[src/rtl/msg_ram_writer_if.sv]
// Byte-stream load handshake, status and replay read port of msg_ram_writer.
// master = stream source / replay reader, slave = the writer itself.
interface msg_ram_writer_if #(
    parameter int DW = 8,
    parameter int AW = 6
) ();
    logic          start;
    logic          in_valid;
    logic [DW-1:0] in_data;
    logic          in_ready;
    logic          busy;
    logic          done;
    logic          overflow;
    logic [AW:0]   wr_count;
    logic          rd_en;
    logic [AW-1:0] rd_addr;
    logic [DW-1:0] rd_data;

    modport master (
        output start, in_valid, in_data, rd_en, rd_addr,
        input  in_ready, busy, done, overflow, wr_count, rd_data
    );

    modport slave (
        input  start, in_valid, in_data, rd_en, rd_addr,
        output in_ready, busy, done, overflow, wr_count, rd_data
    );
endinterface

[src/rtl/msg_ram_writer.sv]
// Captures a terminated byte message into a 64x8 RAM with self-generated write
// addresses; a registered read port replays it with the character-ROM timing.
module msg_ram_writer #(
    parameter int            DW   = 8,
    parameter int            AW   = 6,
    parameter logic [DW-1:0] TERM = '0
) (
    input logic            clk,
    input logic            rst_n,
    msg_ram_writer_if.slave bus
);
    localparam int DEPTH = 2 ** AW;

    typedef enum logic [1:0] {
        ST_IDLE,
        ST_LOAD,
        ST_DONE
    } state_t;

    state_t        state_q, state_d;
    logic [AW-1:0] ptr_q;
    logic [AW:0]   cnt_q;
    logic          ovf_q;
    logic [DW-1:0] rd_data_q;
    logic [DW-1:0] mem [DEPTH];

    logic accept;
    logic start_load;
    logic term_hit;
    logic ram_full;
    logic last_byte;
    logic in_ready_c, busy_c, done_c;

    assign term_hit  = (bus.in_data == TERM);
    assign ram_full  = (ptr_q == '1);
    assign last_byte = term_hit | ram_full;

    always_comb begin
        state_d    = state_q;
        accept     = 1'b0;
        start_load = 1'b0;
        in_ready_c = 1'b0;
        busy_c     = 1'b0;
        done_c     = 1'b0;
        case (state_q)
            ST_IDLE: begin
                if (bus.start) begin
                    start_load = 1'b1;
                    state_d    = ST_LOAD;
                end
            end
            ST_LOAD: begin
                in_ready_c = 1'b1;
                busy_c     = 1'b1;
                if (bus.in_valid) begin
                    accept = 1'b1;
                    if (last_byte) state_d = ST_DONE;
                end
            end
            ST_DONE: begin
                done_c = 1'b1;
                if (bus.start) begin
                    start_load = 1'b1;
                    state_d    = ST_LOAD;
                end
            end
            default: state_d = ST_IDLE;
        endcase
    end

    always_ff @(posedge clk or negedge rst_n) begin
        if (!rst_n) state_q <= ST_IDLE;
        else        state_q <= state_d;
    end

    // Pointer parks on the final address so it can never wrap past the top.
    always_ff @(posedge clk or negedge rst_n) begin
        if (!rst_n) begin
            ptr_q <= '0;
            cnt_q <= '0;
            ovf_q <= 1'b0;
        end else if (start_load) begin
            ptr_q <= '0;
            cnt_q <= '0;
            ovf_q <= 1'b0;
        end else if (accept) begin
            cnt_q <= cnt_q + (AW + 1)'(1);
            ovf_q <= ~term_hit & ram_full;
            if (!last_byte) ptr_q <= ptr_q + AW'(1);
        end
    end

    always_ff @(posedge clk) begin
        if (accept) mem[ptr_q] <= bus.in_data;
    end

    // Non-blocking read of the old word gives read-before-write on a collision.
    always_ff @(posedge clk or negedge rst_n) begin
        if (!rst_n)          rd_data_q <= '0;
        else if (bus.rd_en)  rd_data_q <= mem[bus.rd_addr];
    end

    assign bus.in_ready = in_ready_c;
    assign bus.busy     = busy_c;
    assign bus.done     = done_c;
    assign bus.overflow = ovf_q;
    assign bus.wr_count = cnt_q;
    assign bus.rd_data  = rd_data_q;
endmodule

[src/flat_wrapper.sv]
// flat-port wrapper written by rule: the top's interface ports become plain ports
module msg_ram_writer_flat 
#(
    parameter int            DW   = 8,
    parameter int            AW   = 6,
    parameter logic [DW-1:0] TERM = '0
)
  (clk, rst_n, bus_start, bus_in_valid, bus_in_data, bus_rd_en, bus_rd_addr, bus_in_ready, bus_busy, bus_done, bus_overflow, bus_wr_count, bus_rd_data);
  msg_ram_writer_if #(.DW(DW), .AW(AW)) bus_i ();
  input logic clk;
  input logic rst_n;
  input wire logic [$bits(bus_i.start)-1:0] bus_start;
  input wire logic [$bits(bus_i.in_valid)-1:0] bus_in_valid;
  input wire logic [$bits(bus_i.in_data)-1:0] bus_in_data;
  input wire logic [$bits(bus_i.rd_en)-1:0] bus_rd_en;
  input wire logic [$bits(bus_i.rd_addr)-1:0] bus_rd_addr;
  output wire logic [$bits(bus_i.in_ready)-1:0] bus_in_ready;
  output wire logic [$bits(bus_i.busy)-1:0] bus_busy;
  output wire logic [$bits(bus_i.done)-1:0] bus_done;
  output wire logic [$bits(bus_i.overflow)-1:0] bus_overflow;
  output wire logic [$bits(bus_i.wr_count)-1:0] bus_wr_count;
  output wire logic [$bits(bus_i.rd_data)-1:0] bus_rd_data;
  assign bus_i.start = bus_start;
  assign bus_i.in_valid = bus_in_valid;
  assign bus_i.in_data = bus_in_data;
  assign bus_i.rd_en = bus_rd_en;
  assign bus_i.rd_addr = bus_rd_addr;
  assign bus_in_ready = bus_i.in_ready;
  assign bus_busy = bus_i.busy;
  assign bus_done = bus_i.done;
  assign bus_overflow = bus_i.overflow;
  assign bus_wr_count = bus_i.wr_count;
  assign bus_rd_data = bus_i.rd_data;
  msg_ram_writer #(.DW(DW), .AW(AW), .TERM(TERM)) u_core (.clk(clk), .rst_n(rst_n), .bus(bus_i));
endmodule
[config.mk]
export PLATFORM = sky130hd
export DESIGN_NAME = msg_ram_writer_flat
export DESIGN_NICKNAME = d
export VERILOG_FILES = /design/src/rtl/msg_ram_writer_if.sv /design/src/rtl/msg_ram_writer.sv /design/src/flat_wrapper.sv
export SDC_FILE = /design/constraint.sdc
export NUM_CORES = 1
export LEC_CHECK = 0
export BUFFER_PORTS_ARGS = -buffer_cell sky130_fd_sc_hd__clkbuf_2
export CAP_MARGIN = 15
export CORE_UTILIZATION = 44
export CTS_BUF_LIST = sky130_fd_sc_hd__clkbuf_4 sky130_fd_sc_hd__clkbuf_8
export CTS_CLUSTER_DIAMETER = 50
export DETAILED_ROUTE_END_ITERATION = 10
export PLACE_DENSITY = 0.6
export SLEW_MARGIN = 5
export SYNTH_ARGS = -nofsm -noshare
export SYNTH_HDL_FRONTEND = slang
export SYNTH_SLANG_ARGS = --single-unit
[constraint.sdc]
create_clock -name clk -period 3.73 [get_ports clk]
set_input_delay 0.746 -clock clk [delete_from_list [all_inputs] [get_ports clk]]
set_output_delay 0.746 -clock clk [all_outputs]
set_load 0.02 [all_outputs]
# After elaboration in Yosys (flattened, before gate mapping)
# Memories as Yosys holds them, arrays and structs flattened. A register that Yosys moved wholly into a read port is not among the register bits.
# Cells that the tools add are included.
# Widths: inputs -> output; s select.
totals:
  ramBits: 512
  mem_count: 1
  output_inout_bits: 19
  ff_bits: 16
memory_table:
  columns: ["memory", "depth", "width", "read_ports", "rd_ports_with_merged_regs", "write_ports", "line_no", "rtl"]
  rows:
  - ["u_core.mem", 64, 8, 1, 1, 1, "msg_ram_writer.sv:25", "logic [DW-1:0] mem [DEPTH];"]
op_classes:
  n_bitwise: 3
  eq_ne: 7
  n_reduce_logical: 7
  n_mux: 19
  addsub: 2
op_table:
  columns: ["cell", "count"]
  rows:
  - ["$mux 6", 3]
  - ["$mux 7", 2]
  - ["$mux 1", 10]
  - ["$logic_not 8->1", 1]
  - ["$add 7x1->7 const B", 1]
  - ["$add 6x1->6 const B", 1]
  - ["$eq 6x6->1 const B", 1]
  - ["$mux 2", 3]
  - ["$ne 2x1->1 const B", 3]
  - ["$pmux 2 s2", 1]
  - ["$reduce_and 3->1", 1]
  - ["$eq 2x1->1 const B", 1]
  - ["$eq 2x2->1 const B", 1]
  - ["$logic_not 2->1", 1]
  - ["$ne 2x2->1 const B", 1]
  - ["$reduce_and 2->1", 1]
  - ["$reduce_bool 2->1", 1]
  - ["$reduce_or 2->1", 1]
  - ["$and 1x1->1", 1]
  - ["$logic_not 1->1", 1]
  - ["$not 1->1", 1]
  - ["$or 1x1->1", 1]

# Depth between registers and ports, before layout
# Gate-level depths: netlist of the first run.
logic_depth:
  ltp_word: 5
  mapped_depth: 8
  mapped_depth_nobuf: 6

# Least setup slack after synthesis of the first run
# No wires, ideal clock.
synth_path:
  kind: "input to register"
  from: "in bus_rd_addr[2]"
  to: "reg u_core.rd_data_q[2] (netlist: u_core.bus.rd_data[2]), read port of u_core.mem"
  n_path_buf: 3
  t_arrival_ns: 2.239
  stages: 8
  path_slack_ns: 1.348
  cell_sequence: "buf_2 > buf_2 > buf_2 > mux4_2 > mux2i_1 > o22ai_1 > a221oi_1 > o221ai_1"
synth_lines:
  columns: ["element", "line_no", "rtl"]
  rows:
  - ["from (decl)", "flat_wrapper.sv:16", "input wire logic [$bits(bus_i.rd_addr)-1:0] bus_rd_addr;"]
  - ["to (decl)", "msg_ram_writer.sv:24", "logic [DW-1:0] rd_data_q;"]

# Worst setup path in the final report of the first run
layout_path:
  from: "reg u_core.state_q[0]"
  to: "mem u_core.mem[4][2], enable pin"
layout_via:
  elab_chain_cells: 4
layout_rtl:
  columns: ["element", "line_no", "rtl"]
  rows:
  - ["from (decl)", "msg_ram_writer.sv:20", "state_t state_q, state_d;"]
  - ["from (signal assigned)", "msg_ram_writer.sv:73", "else state_q <= state_d;"]
  - ["$eq 2x1->1", "msg_ram_writer.sv:45", "case (state_q)"]
  - ["$mux 1", "msg_ram_writer.sv:45", null]
  - ["$mux 1", "msg_ram_writer.sv:94", "if (accept) mem[ptr_q] <= bus.in_data;"]
  - ["$mux 1 (not written as such)", "msg_ram_writer.sv:94", null]
  - ["to (decl)", "msg_ram_writer.sv:25", null]
# Every way passes these cells.

==> impl_results.md, run 1 <==
* Post-CTS Setup Inserts at 0
* Htree depth at 3
* PwrDens at approximately 530 nW/um^2
* Slew @ Worst Pin at 0.927 ns
* Critical-path cell list: nor2b_1 -> and2_1 -> nand3_1 -> nor2_1 -> buf_4
* Drt wl/cell at 24.8 um
* TritonCTS clock tree: built
* First-pass GRT wire length at between 60,000 and 70,000 um
* Iteration-0 DRC Markers at 1,074
* Setup crit start kind: flop
* Resized cells post-CTS at 0
* Rows at 79
* Root Driver: clkbuf_8
* #FFs+latches synth at 536
* Post-Syn Nets at between 1,000 and 1,500
* Distinct cell type count after synthesis at 37
* Clock latency on the worst-skew pair at about 0.66 ns
* Slew Limit Fails at 0
* Status: finished, violations left
* DP Area at 22,400 sq um
* Drt pass-1 iters at 8
* PortBufs at 37
* Ports at 38
* Cell taking the most area after synthesis: edfxtp_1
* Core area at 46,900 sq um
* Syn-to-layout area delta at 14.8%
* Worst-path clk slew at 0.06 ns
* Max-slew headroom at 37.6%
* Die H at approximately 220 um
* Slowest CP cell: nand3_1
* Final Setup Violations at 0
* Unrepaired setup endpoints after global routing: no
* Largest net degree at the start of global routing at 66
* Peak VDD IR at 0.000252 V
* Residual DRC count at 6
* Hold buffers post-CTS at 0
* Post-synth EDFFs at 512
* Die W at between 200 and 250 um
* Async S/R FF share, synth at 4.48%
* Final Cell Area at 24,100 sq um
* Largest cells by area after synthesis: edfxtp_1 73%, mux4_2 13%, dfrtp_1 2.9%
* WP buf/inv at 1
* Critical path's top delay family: simple AND/OR/NAND/NOR gates
* Crit. End Element: flop
* Failing checks: design-rule violations
* Die area at 48,600 sq um
* Min cycle time layout at approximately 2.6 ns
* Initial Util at between 40% and 50%
* Max incr delay on CP at 0.59 ns
* Vias per cell at 5.50
* Placer Congestion at about 0.8
* Clock Path Buffers at 3
* Clock skew at 0.0370 ns
* WP data arrival at roughly 2.9 ns
* Final #Nets at 1,201
* Number of global-route vias before repair at 10,700
* Layout cell share with drive strength beyond 1 at 34.3%
* Hold Crit Class: primary input to asynchronous set/reset pin
* Max-cap viol count at 0
* Mapped Area at 21,000 sq um
* Final ANT Viol Nets at 0
* Leakage at 8.00 nW
* Hpwl dp at between 20,000 and 30,000 um
* Post-synth top flop: edfxtp_1
* Initial antenna violation count at 3
* Post-synthesis sequential area ratio at 76.1%
* Final count of hold timing violations at 0
* Worst Path Required at a little over 4 ns
* CP Max Fanout at 10
* Global Route Usage Sum at between 10% and 20%
* Aggregate negative setup slack at 0 ns
* Synth top area share at roughly three quarters
* Grt ovf at 0
* Final Routed Wirelength at 46,000 um
* Worst setup path category: flop to flop
* Max Clock Freq at 388 MHz
* YS warnings at 0
* Routed vias at roughly 10,000
* Syn avg cell area at 20.7 sq um
* Post-synthesis cell count at 1,016
* Period Utilization, post-route at roughly 70%
* Num Clock Sinks at 536
* Cts bufs inserted at 87
-- layout by cell type (no fill, tap or decap), types with 14 or more instances in the layout --
cell type / n
mux4_2: 120
mux2i_1: 40
dfrtp_1: 24
clkbuf_2: 34
clkbuf_8: 92
edfxtp_1: 512
nand2_1: 16
a22oi_1: 17
mux2_2: 32
nand3_1: 20
clkbuf_4: 32
o221ai_1: 16
nor2_1: 87
buf_4: 92
clkinv_1: 14
-- cell usage after synthesis (6+ instances only) --
master,number
a221oi_1,8
a22oi_1,17
buf_1,7
buf_2,19
clkbuf_1,23
dfrtp_1,24
edfxtp_1,512
inv_1,10
mux2_2,32
mux2i_1,40
mux4_2,120
nand2_1,16
nand3_1,20
nor2_1,87
nor2b_1,6
o221ai_1,16
o22ai_1,8
xor2_1,7
-- stage by stage --
stage	util (%)	power (W)	setup slack (ns)	instances	hold WS, ns
3_3_place_gp	47.9	0.00815	0.774	1698	0.530
5_1_grt	51.4	0.0134	0.959	1852	0.178
6_report	51.4	0.0129	1.16	1853	0.160
4_1_cts	51.4	0.0130	1.17	1852	0.141
2_1_floorplan	-	0.00767	1.35	1016	0.450
3_5_place_dp	47.9	0.00817	0.791	1698	0.547
-- logic make-up (layout without fill, tap and decap cells) --
group	count (synthesis)	count (layout)	share of synthesized area, %
AO/OA/AOI/OAI	59	59	2.19
XOR/XNOR	8	8	0.334
adder cells (fa/ha/maj)	2	2	0.119
buffers and inverters	67	296	1.54
flip-flops	536	536	76.1
multiplexers	192	192	16.5
other	0	1	0
AND/OR/NAND/NOR	152	152	3.21
-- final timing paths --
| check | from | endpoint | slack [ns] | depth (start not counted) |
|---|---|---|---|---|
| min in group clk | bus_in_valid | u_core.state_q[0]$_DFFE_PN0P_ | 0.41 | 4 |
| max in group asynchronous | rst_n | u_core.bus.rd_data[2]$_DFFE_PN0P_ | 3.07 | 1 |
| min reg2reg | u_core.bus.wr_count[6]$_DFFE_PN0P_ | u_core.bus.wr_count[6]$_DFFE_PN0P_ | 0.56 | 2 |
| max | u_core.state_q[0]$_DFFE_PN0P_ | u_core.mem[4][2]$_DFFE_PP_ | 1.16 | 5 |
| min | rst_n | u_core.bus.overflow$_DFFE_PN0P_ | 0.16 | 1 |
| max reg2reg | u_core.state_q[0]$_DFFE_PN0P_ | u_core.mem[4][2]$_DFFE_PP_ | 1.16 | 5 |
-- per-layer routing --
layer	up-vias	track usage, %	routed length [um]
li1	4523	-	-
met1	5290	28.4	20700
met2	310	30.7	21800
met3	61	4.47	2680
met4	4	6.02	790
met5	-	0	23
-- report_power, final --
part	leakage [nW]	switching [W]	internal, W
clock network	0.889	0.00224	0.00261
registers	4.91	0.000137	0.00679
logic	2.20	0.000700	0.000402
total	8.00	0.00308	0.00981
-- flip-flops by register name, indices dropped and copies added, names as in the netlist --
name / count
u_core.state_q: 2
u_core.bus.wr_count: 7
u_core.bus.rd_data: 8
u_core.ptr_q: 6
u_core.mem: 512
u_core.bus.overflow: 1
-- area by class of cell --
cell class	instances	area, sq um
fillers	3778	22800
flip-flops and latches	536	16000
multi-input cells	413	4690
clock buffers	124	1510
repair buffers	132	963
well taps	607	759
clock inverters	30	160
inverters	10	37.5
diodes	1	2.50
Note: power is estimated with default switching activity, not from simulation.
==> run 2: changes to the inputs <==
==> constraint.sdc (replaced) <==
create_clock -name clk -period 2.6 [get_ports clk]
set_input_delay 0.52 -clock clk [delete_from_list [all_inputs] [get_ports clk]]
set_output_delay 0.52 -clock clk [all_outputs]
set_load 0.02 [all_outputs]
==> impl_results.md, run 2 (synthesis gave the netlist of run 1 again) <==
* Resized cells post-CTS at 0 (unchanged)
* Dpl cells at 1,728 (+1.8%)
* Internal cell power at 0.0146 W (+49%)
* Setup WS post-layout at 0.485 ns (-0.670 ns)
* Max reg flops at 512 (unchanged)
* Final count of hold timing violations at 0 (unchanged)
* Leakage at 8.22 nW (+2.7%)
* WP data arrival at 2.66 ns (-0.26 ns)
* Setup crit start kind: flop
* Largest net degree at the start of global routing at 65 (-1.5%)
* Die area at 48,600 sq um (unchanged)
* Crit. End Element: flop
* Clock Path Buffers at 3 (unchanged)
* Slew Limit Fails at 0 (unchanged)
* Htree depth at 3 (unchanged)
* Critical-path cell list: ha_1 -> and2_1 -> a221oi_2 -> o2111ai_1 -> or3_1 -> a21oi_1
* Root Driver: clkbuf_8
* Pre-CTS setup slack at -0.108 ns (-0.899 ns)
* Period Utilization, post-route at 81.3% (+12 points)
* Combinational share of power at 8.6% (about the same)
* Initial Util at 44.8% (unchanged)
* Largest register by flop count: u_core.mem
* Clock Power Share at 39.1% (+1.5 points)
* Syn-to-layout area delta at 16.8%
* First-pass GRT wire length at 70,200 um (+1.5%)
* Rows at 79 (unchanged)
* Final Setup Violations at 0 (unchanged)
* Die W at 220 um (unchanged)
* CP Max Fanout at 9 (-1)
* Routed vias at 10,500 (+3.2%)
* Peak VDD IR at 0.000434 V (+73%)
* Drt pass-1 iters at 8 (unchanged)
* PortBufs at 37 (unchanged)
* Commonest cells after routing, fill and taps aside: 512 x edfxtp_1, 120 x mux4_2, 118 x buf_4
* Worst-path clk slew at 0.06 ns (about the same)
* Global Route Usage Sum at 20.1% (+0.15 points)
* Layout cell share with drive strength beyond 1 at 35.6% (+1.3 points)
* Fillers at 3,762 (-0.42%)
* Number of global-route vias before repair at 11,000 (+2.9%)
* Failing checks: design-rule violations
* Placer Congestion at 0.812 (+2.9%)
* Max-cap viol count at 0 (unchanged)
* PwrDens at 777 nW/um^2 (+45%)
* Switching power at 0.00443 W (+44%)
* Min cycle time layout at 2.11 ns (-0.460 ns)
* Reg2Reg Depth at 6 (+1)
* Clock skew at 0.0363 ns (-0.000779 ns)
* Residual DRC count at 6 (unchanged)
* Max incr delay on CP at 0.49 ns (-0.10 ns)
* Max-slew headroom at 50.3% (+13 points)
* Finished Layout Cells at 1,886 (+1.8%)
* Worst setup path category: flop to flop
* Vias per cell at 5.57 (+1.3%)
* Slew @ Worst Pin at 0.746 ns (-0.182 ns)
* Post-CTS Setup Inserts at 0 (unchanged)
* Worst Path Required at 3.14 ns (-0.93 ns)
* Slowest CP cell: dfrtp_1
* Final #Nets at 1,233 (+2.7%)
* Core area at 46,900 sq um (unchanged)
* Switching Share at 23.3% (-0.62 points)
* Cts bufs inserted at 88 (+1.1%)
* Final ANT Viol Nets at 0 (unchanged)
* Drt wl/cell at 24.7 um (-0.44%)
* Die H at 220 um (unchanged)
* Grt ovf at 0 (unchanged)
* Num Clock Sinks at 536 (unchanged)
* Initial antenna violation count at 2 (-1)
* Area occupied by multi-input gates at 4690 sq um (unchanged)
* Max Clock Freq at 473 MHz (+22%)
* Status: finished, violations left
* TritonCTS clock tree: built
* Hold Crit Class: primary input to flop
* Unrepaired setup endpoints after global routing: no
* Ports at 38 (unchanged)
* Hpwl dp at 29,400 um (+5.1%)
* Final Routed Wirelength at 46,600 um (+1.3%)
* Aggregate negative setup slack at 0 ns (unchanged)
* Iteration-0 DRC Markers at 844 (-21%)
* Hold path cells at 3
* Register area at 16,000 sq um (unchanged)
* Hold buffers post-CTS at 1 (+1)
* Clock latency on the worst-skew pair at 0.65 ns (about the same)
* Sequential Power Share at 52.3% (-1.5 points)
* Commonest non-fill, non-tap cell in the layout: edfxtp_1
[run 2: changes by cell type in the layout (fill, tap and decap cells not counted), sizes merged]
cell         previous run  this run
clkbuf                158       161
inv                    15        10
diode                   1         2
clkinv                 23        22
buf                    98       128
bufinv                  0         4
dlygate4sd3             0         1
[run 2: cell type report]
class	count	area share, %
inverters	10	0.153
multi-input cells	413	19.1
clock inverters	28	0.914
well taps	607	3.10
diodes	2	0.0204
repair buffers	163	5.09
flip-flops and latches	536	65.2
clock buffers	127	6.39
[run 2: metrics by stage]
stage	hold slack [ns]	utilization (%)	power [W]	area (sq um)
after global routing	0.171	52.3	0.0198	24500
after detailed placement	0.534	48.5	0.0118	22700
final	0.197	52.3	0.0190	24500
after CTS	0.142	52.3	0.0193	24500
after global placement	0.525	48.5	0.0117	22700
after floorplan	0.224	-	0.0110	21000
[run 2: path summary, 6_finish.rpt]
check                                                     end                               start  slack [ns]
setup / recovery                  u_core.ptr_q[5]$_DFFE_PN0P_         u_core.ptr_q[0]$_DFFE_PN0P_        0.49
hold / removal                  u_core.state_q[1]$_DFFE_PN0P_                           bus_start        0.20
setup reg to reg                  u_core.ptr_q[5]$_DFFE_PN0P_         u_core.ptr_q[0]$_DFFE_PN0P_        0.49
hold reg to reg            u_core.bus.wr_count[6]$_DFFE_PN0P_  u_core.bus.wr_count[6]$_DFFE_PN0P_        0.55
max in group asynchronous         u_core.ptr_q[2]$_DFFE_PN0P_                               rst_n        1.63
min in group asynchronous   u_core.bus.rd_data[6]$_DFFE_PN0P_                               rst_n        0.47
[run 2: critical path: cells and delay by family, from the launching register on]
family | cells | cell delay, ns
compound gates | 3 | 0.75
simple gates | 2 | 0.53
flops | 1 | 0.49
fa+ha+maj | 1 | 0.26
[run 2: metal layers]
metal	vias to the layer above	track usage (%)	part of all wire [%]
met2	377	31.2	47
met1	5476	28.3	43
met5	-	0	0
met3	60	4.19	7.3
met4	0	6.64	2.2
li1	4596	-	-
[run 2: power by group through the flow]
stage          Combinational [W]  Sequential [W]  Clock (W)
6_report                 0.00164         0.00996    0.00745
4_1_cts                  0.00166         0.00995    0.00765
5_1_grt                  0.00177         0.00998    0.00802
3_5_place_dp             0.00166          0.0101          0
2_1_floorplan           0.000934          0.0101          0
3_3_place_gp             0.00163          0.0101          0
==> run 3: changes to the inputs <==
--- a/config.mk
+++ b/config.mk
@@ -11,7 +11,7 @@
 export CTS_BUF_LIST = sky130_fd_sc_hd__clkbuf_4 sky130_fd_sc_hd__clkbuf_8
 export CTS_CLUSTER_DIAMETER = 50
 export DETAILED_ROUTE_END_ITERATION = 10
-export PLACE_DENSITY = 0.6
+export PLACE_DENSITY = 0.62
 export SLEW_MARGIN = 5
 export SYNTH_ARGS = -nofsm -noshare
 export SYNTH_HDL_FRONTEND = slang
==> constraint.sdc (replaced) <==
create_clock -name clk -period 1.7 [get_ports clk]
set_input_delay 0.34 -clock clk [delete_from_list [all_inputs] [get_ports clk]]
set_output_delay 0.34 -clock clk [all_outputs]
set_load 0.02 [all_outputs]
==> impl_results.md, run 3 (synthesis gave the netlist of run 1 again) <==
* Worst-path clk slew at 0.06 ns (about the same)
* First-pass GRT wire length at 71,600 um (+2.1%)
* Drt pass-1 iters at 8 (unchanged)
* Slew Limit Fails at 0 (unchanged)
* Die W at 220 um (unchanged)
* Sequential Power Share at 50.6% (-1.7 points)
* Reg2Reg Depth at 6 (unchanged)
* Period Utilization, post-route at 108% (+26 points)
* Core area at 46,900 sq um (unchanged)
* Number of global-route vias before repair at 11,300 (+2.9%)
* Switching Share at 24.6% (+1.4 points)
* Final Cell Area at 26,500 sq um (+8.0%)
* Finished Layout Cells at 1,942 (+3.0%)
* Commonest cells after routing, fill and taps aside: 512 x edfxtp_1, 120 x mux4_2, 92 x clkbuf_8
* Peak VDD IR at 0.000719 V (+66%)
* Combinational share of power at 12.9% (+4.3 points)
* Rows at 79 (unchanged)
* Clock latency on the worst-skew pair at 0.66 ns (about the same)
* Placer Congestion at 0.792 (-2.4%)
* Crit. End Element: flop
* PwrDens at 1130 nW/um^2 (+45%)
* Dpl cells at 1,759 (+1.8%)
* PortBufs at 37 (unchanged)
* Clock Power Share at 36.5% (-2.6 points)
* Failing checks: design-rule violations, negative setup slack
* Setup WS post-layout at -0.131 ns (-0.617 ns)
* Die H at 220 um (unchanged)
* Commonest non-fill, non-tap cell in the layout: edfxtp_1
* Unrepaired setup endpoints after global routing: yes
* Pre-CTS setup slack at -0.597 ns (-0.489 ns)
* Worst Path Required at 2.29 ns (-0.85 ns)
* Max reg flops at 512 (unchanged)
* Setup crit start kind: flop
* Final Setup Violations at 240 (+240)
* Layout cell share with drive strength beyond 1 at 47.6% (+12 points)
* Worst R2R Start: u_core.state_q[1]$_DFFE_PN0P_
* Final Routed Wirelength at 47,900 um (+2.8%)
* Initial antenna violation count at 1 (-1)
* Clock skew at 0.0396 ns (+0.00331 ns)
* Critical path destination: u_core.ptr_q[5]$_DFFE_PN0P_
* Internal cell power at 0.0226 W (+54%)
* Initial Util at 44.8% (unchanged)
* Htree depth at 3 (unchanged)
* Critical Path Source: u_core.state_q[1]$_DFFE_PN0P_
* Final #Nets at 1,285 (+4.2%)
* RR Endpoint: u_core.ptr_q[5]$_DFFE_PN0P_
* Die area at 48,600 sq um (unchanged)
* Grt ovf at 0 (unchanged)
* Routed vias at 10,800 (+2.5%)
* Max-cap viol count at 0 (unchanged)
* Final count of hold timing violations at 0 (unchanged)
* Largest register by flop count: u_core.mem
* CP Max Fanout at 3 (-6)
* Largest net degree at the start of global routing at 65 (unchanged)
* Slew @ Worst Pin at 0.961 ns (+0.216 ns)
* Final ANT Viol Nets at 0 (unchanged)
* Syn-to-layout area delta at 26.1%
* Switching power at 0.00737 W (+66%)
* Root Driver: clkbuf_8
* Drt wl/cell at 24.7 um (-0.17%)
* Vias per cell at 5.55 (-0.44%)
* Cts bufs inserted at 88 (unchanged)
* R2r setup slk at -0.13 ns (-0.62 ns)
* Hpwl dp at 30,100 um (+2.6%)
* Antenna Diode Count at 0 (-2)
* Num Clock Sinks at 536 (unchanged)
* Max Clock Freq at 546 MHz (+15%)
* DP Area at 23,700 sq um (+4.5%)
* Ports at 38 (unchanged)
* WP data arrival at 2.42 ns (-0.24 ns)
* Leakage at 8.73 nW (+6.3%)
* Hold Crit Class: primary input to flop
* Residual DRC count at 4 (-2)
* Clock Path Buffers at 3 (unchanged)
* Global Route Usage Sum at 20.5% (+0.49 points)
* Max-slew headroom at 35.8% (-15 points)
* Status: finished, violations left
* Iteration-0 DRC Markers at 952 (+13%)
* Min cycle time layout at 1.83 ns (-0.283 ns)
* TritonCTS clock tree: built
* Power, Total at 0.0299 W (+57%)
* Worst setup path category: flop to flop
[run 3: worst max-delay path, cell delays in order, from the launching register on]
cell       delay [ns]
dfrtp_1          0.41
nand3b_1         0.29
buf_4            0.21
a221oi_4         0.21
o2111ai_2        0.19
or3_1            0.33
a21oi_1          0.12
[run 3: what timing repair did]
action                                  4_1_cts  5_1_grt
hold buffers                                  5        0
buffers inserted                             15        2
pin swaps                                    24       15
endpoints found under the hold margin        30        0
gates resized for setup                     115       57
endpoints found under the setup margin      496      524
[run 3: worst min path at each step]
stage	startpoint	to	slack, ns	cells past startpoint
4_1_cts	bus_in_data[3]	u_core.mem[44][3]$_DFFE_PP_	0.02	1
2_1_floorplan	rst_n	u_core.bus.overflow$_DFFE_PN0P_	0.04	0
6_report	bus_in_data[3]	u_core.mem[44][3]$_DFFE_PP_	0.08	1
3_3_place_gp	rst_n	u_core.bus.wr_count[5]$_DFFE_PN0P_	0.41	1
3_5_place_dp	rst_n	u_core.bus.wr_count[5]$_DFFE_PN0P_	0.43	1
5_1_grt	bus_in_data[3]	u_core.mem[44][3]$_DFFE_PP_	0.04	1
[run 3: metrics by stage]
step	hold WS, ns	setup TNS (ns)	utilization, %
after floorplan	0.0444	-126.38	-
after global placement	0.415	-25.47	50.6
after detailed placement	0.426	-26.58	50.6
after CTS	0.0227	-13.63	55.9
after global routing	0.0446	-37.26	56.5
final	0.0802	-7.99	56.5
[run 3: per-layer routing]
| layer | GRT usage (%) | part of all wire [%] | vias to the layer above |
|---|---|---|---|
| li1 | - | - | 4715 |
| met1 | 29.6 | 45 | 5684 |
| met2 | 32.0 | 48 | 316 |
| met3 | 3.41 | 5.0 | 58 |
| met4 | 6.80 | 1.7 | 0 |
| met5 | 0 | 0 | - |
[run 3: final cells by class]
class                      instances  area [sq um]
clock buffer                     134          1580
clock inverter                    27           141
fill                            3524         20400
inverter                          10          37.5
multi-input combinational        413          5500
sequential                       536         16000
tap                              607           759
timing repair buffer             215          2480
[run 3: power by group through the flow]
stage | clock [W] | sequential (W) | combinational, W
floorplan | 0 | 0.0154 | 0.00173
finish | 0.0109 | 0.0151 | 0.00387
detailed placement | 0 | 0.0154 | 0.00331
global route | 0.0118 | 0.0152 | 0.00411
global placement | 0 | 0.0154 | 0.00327
CTS | 0.0112 | 0.0151 | 0.00368
